### src/rtl/rll_key_loader.sv
// Streams a key in word by word, then commits it atomically onto the locked core's key bus.
// Optional parity word check over the key words is enabled by defining RLL_KEY_PARITY_EN.
module rll_key_loader #(
   parameter int unsigned KEY_WIDTH  = 32,
   parameter int unsigned WORD_WIDTH = 8
) (
   input  logic                  clk,
   input  logic                  rst_n,
   input  logic                  load_start,
   input  logic                  zeroize,
   input  logic                  in_valid,
   input  logic [WORD_WIDTH-1:0] in_data,
   output logic                  in_ready,
   output logic [KEY_WIDTH-1:0]  key_out,
   output logic                  key_valid,
   output logic                  busy,
   output logic                  load_err
);

   localparam int unsigned NUM_WORDS = KEY_WIDTH / WORD_WIDTH;
   localparam int unsigned CNT_W     = (NUM_WORDS > 1) ? $clog2(NUM_WORDS) : 1;

   typedef enum logic [1:0] {
      IDLE  = 2'd0,
      LOAD  = 2'd1
`ifdef RLL_KEY_PARITY_EN
      , CHECK = 2'd2
`endif
   } state_t;

   state_t               state, state_nxt;
   logic [CNT_W-1:0]     cnt, cnt_nxt;
   logic [KEY_WIDTH-1:0] staging, staging_nxt, merged_c;
   logic [KEY_WIDTH-1:0] key_nxt;
   logic                 key_valid_nxt;
   logic                 hs_c;

   assign hs_c = in_valid & in_ready;

   // Staging value with the incoming word placed at the current word slot
   always_comb begin
      merged_c = staging;
      for (int unsigned i = 0; i < NUM_WORDS; i++) begin
         if (cnt == CNT_W'(i)) merged_c[i*WORD_WIDTH +: WORD_WIDTH] = in_data;
      end
   end

`ifdef RLL_KEY_PARITY_EN
   logic                  err_nxt;
   logic [WORD_WIDTH-1:0] parity_c;

   always_comb begin
      parity_c = '0;
      for (int unsigned i = 0; i < NUM_WORDS; i++) begin
         parity_c = parity_c ^ staging[i*WORD_WIDTH +: WORD_WIDTH];
      end
   end
`endif

   // Next-state and datapath updates; zeroize outranks restart, restart outranks a handshake
   always_comb begin
      state_nxt     = state;
      cnt_nxt       = cnt;
      staging_nxt   = staging;
      key_nxt       = key_out;
      key_valid_nxt = key_valid;
`ifdef RLL_KEY_PARITY_EN
      err_nxt       = load_err;
`endif
      if (zeroize) begin
         state_nxt     = IDLE;
         cnt_nxt       = '0;
         staging_nxt   = '0;
         key_nxt       = '0;
         key_valid_nxt = 1'b0;
`ifdef RLL_KEY_PARITY_EN
         err_nxt       = 1'b0;
`endif
      end else if (load_start) begin
         state_nxt   = LOAD;
         cnt_nxt     = '0;
         staging_nxt = '0;
`ifdef RLL_KEY_PARITY_EN
         err_nxt     = 1'b0;
`endif
      end else begin
         case (state)
            LOAD: begin
               if (hs_c) begin
                  staging_nxt = merged_c;
                  cnt_nxt     = cnt + CNT_W'(1);
                  if (cnt == CNT_W'(NUM_WORDS - 1)) begin
                     cnt_nxt = '0;
`ifdef RLL_KEY_PARITY_EN
                     state_nxt = CHECK;
`else
                     key_nxt       = merged_c;
                     key_valid_nxt = 1'b1;
                     staging_nxt   = '0;
                     state_nxt     = IDLE;
`endif
                  end
               end
            end
`ifdef RLL_KEY_PARITY_EN
            CHECK: begin
               if (hs_c) begin
                  if (in_data == parity_c) begin
                     key_nxt       = staging;
                     key_valid_nxt = 1'b1;
                  end else begin
                     err_nxt = 1'b1;
                  end
                  staging_nxt = '0;
                  state_nxt   = IDLE;
               end
            end
`endif
            default: ;
         endcase
      end
   end

   // State and output registers; in_ready/busy track the registered state exactly
   always_ff @(posedge clk or negedge rst_n) begin
      if (!rst_n) begin
         state     <= IDLE;
         cnt       <= '0;
         staging   <= '0;
         key_out   <= '0;
         key_valid <= 1'b0;
         busy      <= 1'b0;
         in_ready  <= 1'b0;
      end else begin
         state     <= state_nxt;
         cnt       <= cnt_nxt;
         staging   <= staging_nxt;
         key_out   <= key_nxt;
         key_valid <= key_valid_nxt;
         busy      <= (state_nxt != IDLE);
         in_ready  <= (state_nxt != IDLE);
      end
   end

`ifdef RLL_KEY_PARITY_EN
   always_ff @(posedge clk or negedge rst_n) begin
      if (!rst_n) load_err <= 1'b0;
      else        load_err <= err_nxt;
   end
`else
   assign load_err = 1'b0;
`endif

endmodule

### config.mk
export PLATFORM = sky130hd
export DESIGN_NAME = rll_key_loader
export DESIGN_NICKNAME = d
export VERILOG_FILES = /design/src/rtl/rll_key_loader.sv
export SDC_FILE = /design/constraint.sdc
export NUM_CORES = 1
export LEC_CHECK = 0
export CAP_MARGIN = 20
export CORE_MARGIN = 5
export CORE_UTILIZATION = 30
export DETAILED_ROUTE_END_ITERATION = 6
export GPL_TIMING_DRIVEN = 1
export SLEW_MARGIN = 30
export SYNTH_ARGS = -nofsm -noshare
export SYNTH_HDL_FRONTEND = slang
export SYNTH_SLANG_ARGS = --single-unit
export TNS_END_PERCENT = 30
### constraint.sdc
create_clock -name clk -period 4.3 [get_ports clk]
set_input_delay 0.86 -clock clk [delete_from_list [all_inputs] [get_ports clk]]
set_output_delay 0.86 -clock clk [all_outputs]
set_load 0.01 [all_outputs]
==> summary.txt <==
First DRT Iteration DRCs - 151
Core area - 10700 um^2
DP HPWL - 5.17 mm
Vias per inst - 5.20
Reg clk slew, reported paths - 0.06 ns
Sequential area share after synthesis - 47.5%
Worst-path fanout max - 47
Starting density of the core - 30.4%
Critical Path End - key_out[13]
Die Y - 114 um
Post-CTS Hold Buffers - 0
Hold Vio Cnt, Final - 0
Max H-tree Level - 3
Synth Register Bits - 62
RD Place Congestion - 0.727
Most numerous cell in the Yosys netlist - dfrtp_1
Required time of the critical path - 4.56 ns
WL per Instance - 16.7 um
Initial antenna violation count - 0
DRC - 0
WP depth - 5
Total Wirelength - 8.15 mm
Worst-skew pair later-pin latency - 0.34 ns
Synth warnings - 0
Worst r2r src - cnt[0]
CP bufs+invs - 2
DR vias - 2541
Layout filler cell count - 1121
Pre-antenna DRT Iters - 4
CTS buffer count - 9
RR Endpoint - busy
Hold WS - 0.519 ns
Worst R2R Setup Slack - 2.32 ns
Worst slew margin - 46.6%
Gr ovfl total - 0
Routed Antenna Nets - 0
Post-CTS setup buffers - 0
Crit path cell chain - clkdlybuf4s50_1 > and4b_2 > buf_4 > a21oi_1 > a211oi_2
Post-route setup TNS - 0 ns
Clk sinks - 62
Cell variety after synth - 25
Top post-synthesis cells by area - dfrtp_1 48%, a211oi_2 7.7%, mux2i_1 7.4%
Syn_area_per_cell - 10.3 um^2
CTS tree - built
Die width - 114 um
Max Root-Sink Buffers - 2
Share of cells above drive strength 1 - 14.9%
ANT cells - 0
R2R depth - 5
Final nets - 361
Post-synth EDFFs - 0
Period utilization - 58.5%
RSZ-0062 raised after global routing - false
Data arrival time of the critical path - 2.77 ns
Peak Freq - 397 MHz
Commonest cells in the synthesized netlist - 62 x dfrtp_1, 46 x nand2_1, 38 x a21oi_1, 25 x nand4b_1, 24 x mux2i_1
Largest net degree at the start of global routing - 48
Rows - 38
Crit-path slowest cell - and4b_2
Final setup fails - 0
Root Driver - clkbuf_8
CP peak stage delay - 0.52 ns
Mapped Cells - 316
# IOs - 49
Total global-route track usage - 13.1%
Die ar. - 13100 um^2
Layout Skew - 0.00910 ns
Cell area power density - 288 nW/um^2
Status - finished clean
Critical path type - in -> reg
Placed Instance Area - 3740 um^2
Worst hold path depth - 2
Synth async-reset ratio - 100%
Syn nets - 333
Worst Max-Slew Pin Slew - 0.801 ns
Port Buf Inserts - 47
Crit-path leading delay family - buffers and inverters
First-pass GRT wire length - 13.3 mm
Ys flop type - dfrtp_1
Synth top area share - 47.5%
Minimum clock period - 2.52 ns
Worst setup path startpoint - in_valid
Vias in the first global route - 2515
Crit. End Element - flip-flop
Post-synthesis cell type with the largest combined area - dfrtp_1
Tightest Hold Check Type - reg -> reg
Mapped Area - 3260 um^2
Synthesis-to-finish area growth - 20.2%
Post-route cell area - 3930 um^2
Number of gates resized after cts - 0
Pins Over Slew Limit - 0
Worst VDD drop - 0.000122 V
Leak - 1.44 nW
Max_cap viols - 0
CP Launch Type - input port
cell families after synthesis:
| kind of cell | share of synthesized area (%) |
|---|---|
| buffers and inverters | 6.59 |
| muxes | 7.36 |
| adders and majority gates | 1.53 |
| other | 0.115 |
| AOI/OAI and AO/OA | 21.6 |
| and+or+nand+nor | 15.3 |
| DFF | 47.5 |
cell usage in the layout, fill, tap and decap left out:
cell type	synthesis	final
nor3_1	1	1
clkdlybuf4s50_1	0	45
and4_1	1	1
a21bo_2	8	8
a211oi_2	20	20
a21oi_1	38	38
nor2b_2	0	1
buf_2	16	2
buf_4	3	6
nand4b_1	25	25
nand2_1	46	46
or2_2	1	1
conb_1	1	1
dfrtp_1	62	62
a31oi_1	21	21
o21ai_0	3	3
inv_1	3	3
mux2i_1	24	24
ha_1	4	4
nor2_1	6	6
nand3_1	8	8
and4b_2	0	1
clkbuf_1	12	4
and2_4	1	1
clkbuf_8	0	12
a211oi_1	5	5
state kept, by name (all words and copies together) (netlist names):
signal     count
key_out       32
staging       24
cnt            2
state          2
busy           1
key_valid      1
layout make-up:
| cell class | instances | area [um^2] | area share, % |
|---|---|---|---|
| flip-flops and latches | 62 | 1550 | 39.5 |
| multi-input cells | 215 | 1500 | 38.3 |
| repair buffers | 53 | 505 | 12.9 |
| clock buffers | 16 | 180 | 4.59 |
| well taps | 140 | 175 | 4.46 |
| inverters | 3 | 11.3 | 0.287 |
stage by stage:
stage / power, W / worst slack, ns / utilization, % / std cells
floorplan: 0.000629 / 2.51 / - / 316
detailed placement: 0.000669 / 1.44 / 34.9 / 473
finish: 0.00113 / 1.78 / 36.5 / 489
CTS: 0.00114 / 1.80 / 36.5 / 489
global placement: 0.000669 / 1.44 / 34.9 / 473
global route: 0.00118 / 1.63 / 36.5 / 489
worst min-delay path by stage:
stage / from / end / slack (ns)
after global placement: key_valid / key_valid / 0.51
after global routing: rst_n / key_out[2] / 0.57
final: key_valid / key_valid / 0.52
after detailed placement: key_valid / key_valid / 0.52
after floorplan: state[1] / state[1] / 0.50
after CTS: key_valid / key_valid / 0.53
per-layer routing:
layer | GRT usage [%] | routed length, um
met1 | 17.5 | 3770
met2 | 20.1 | 3810
met3 | 3.44 | 433
met4 | 5.15 | 136
met5 | 0 | 0
worst reg2reg max path, delay by kind of cell, from the launching register on:
kind | cells | cell delay (ns)
buffers and inverters | 1 | 0.42
AOI/OAI and AO/OA | 1 | 0.06
and+or+nand+nor | 2 | 0.78
DFF | 1 | 0.40
adders and majority gates | 1 | 0.18
power breakdown:
| part | switching [W] | internal (W) | leakage [nW] |
|---|---|---|---|
| logic | 0.0000505 | 0.0000190 | 0.488 |
| registers | 0.00000178 | 0.000585 | 0.863 |
| clock network | 0.000215 | 0.000258 | 0.0910 |
| total | 0.000268 | 0.000862 | 1.44 |
No activity file was read; power rests on OpenSTA's default activity.
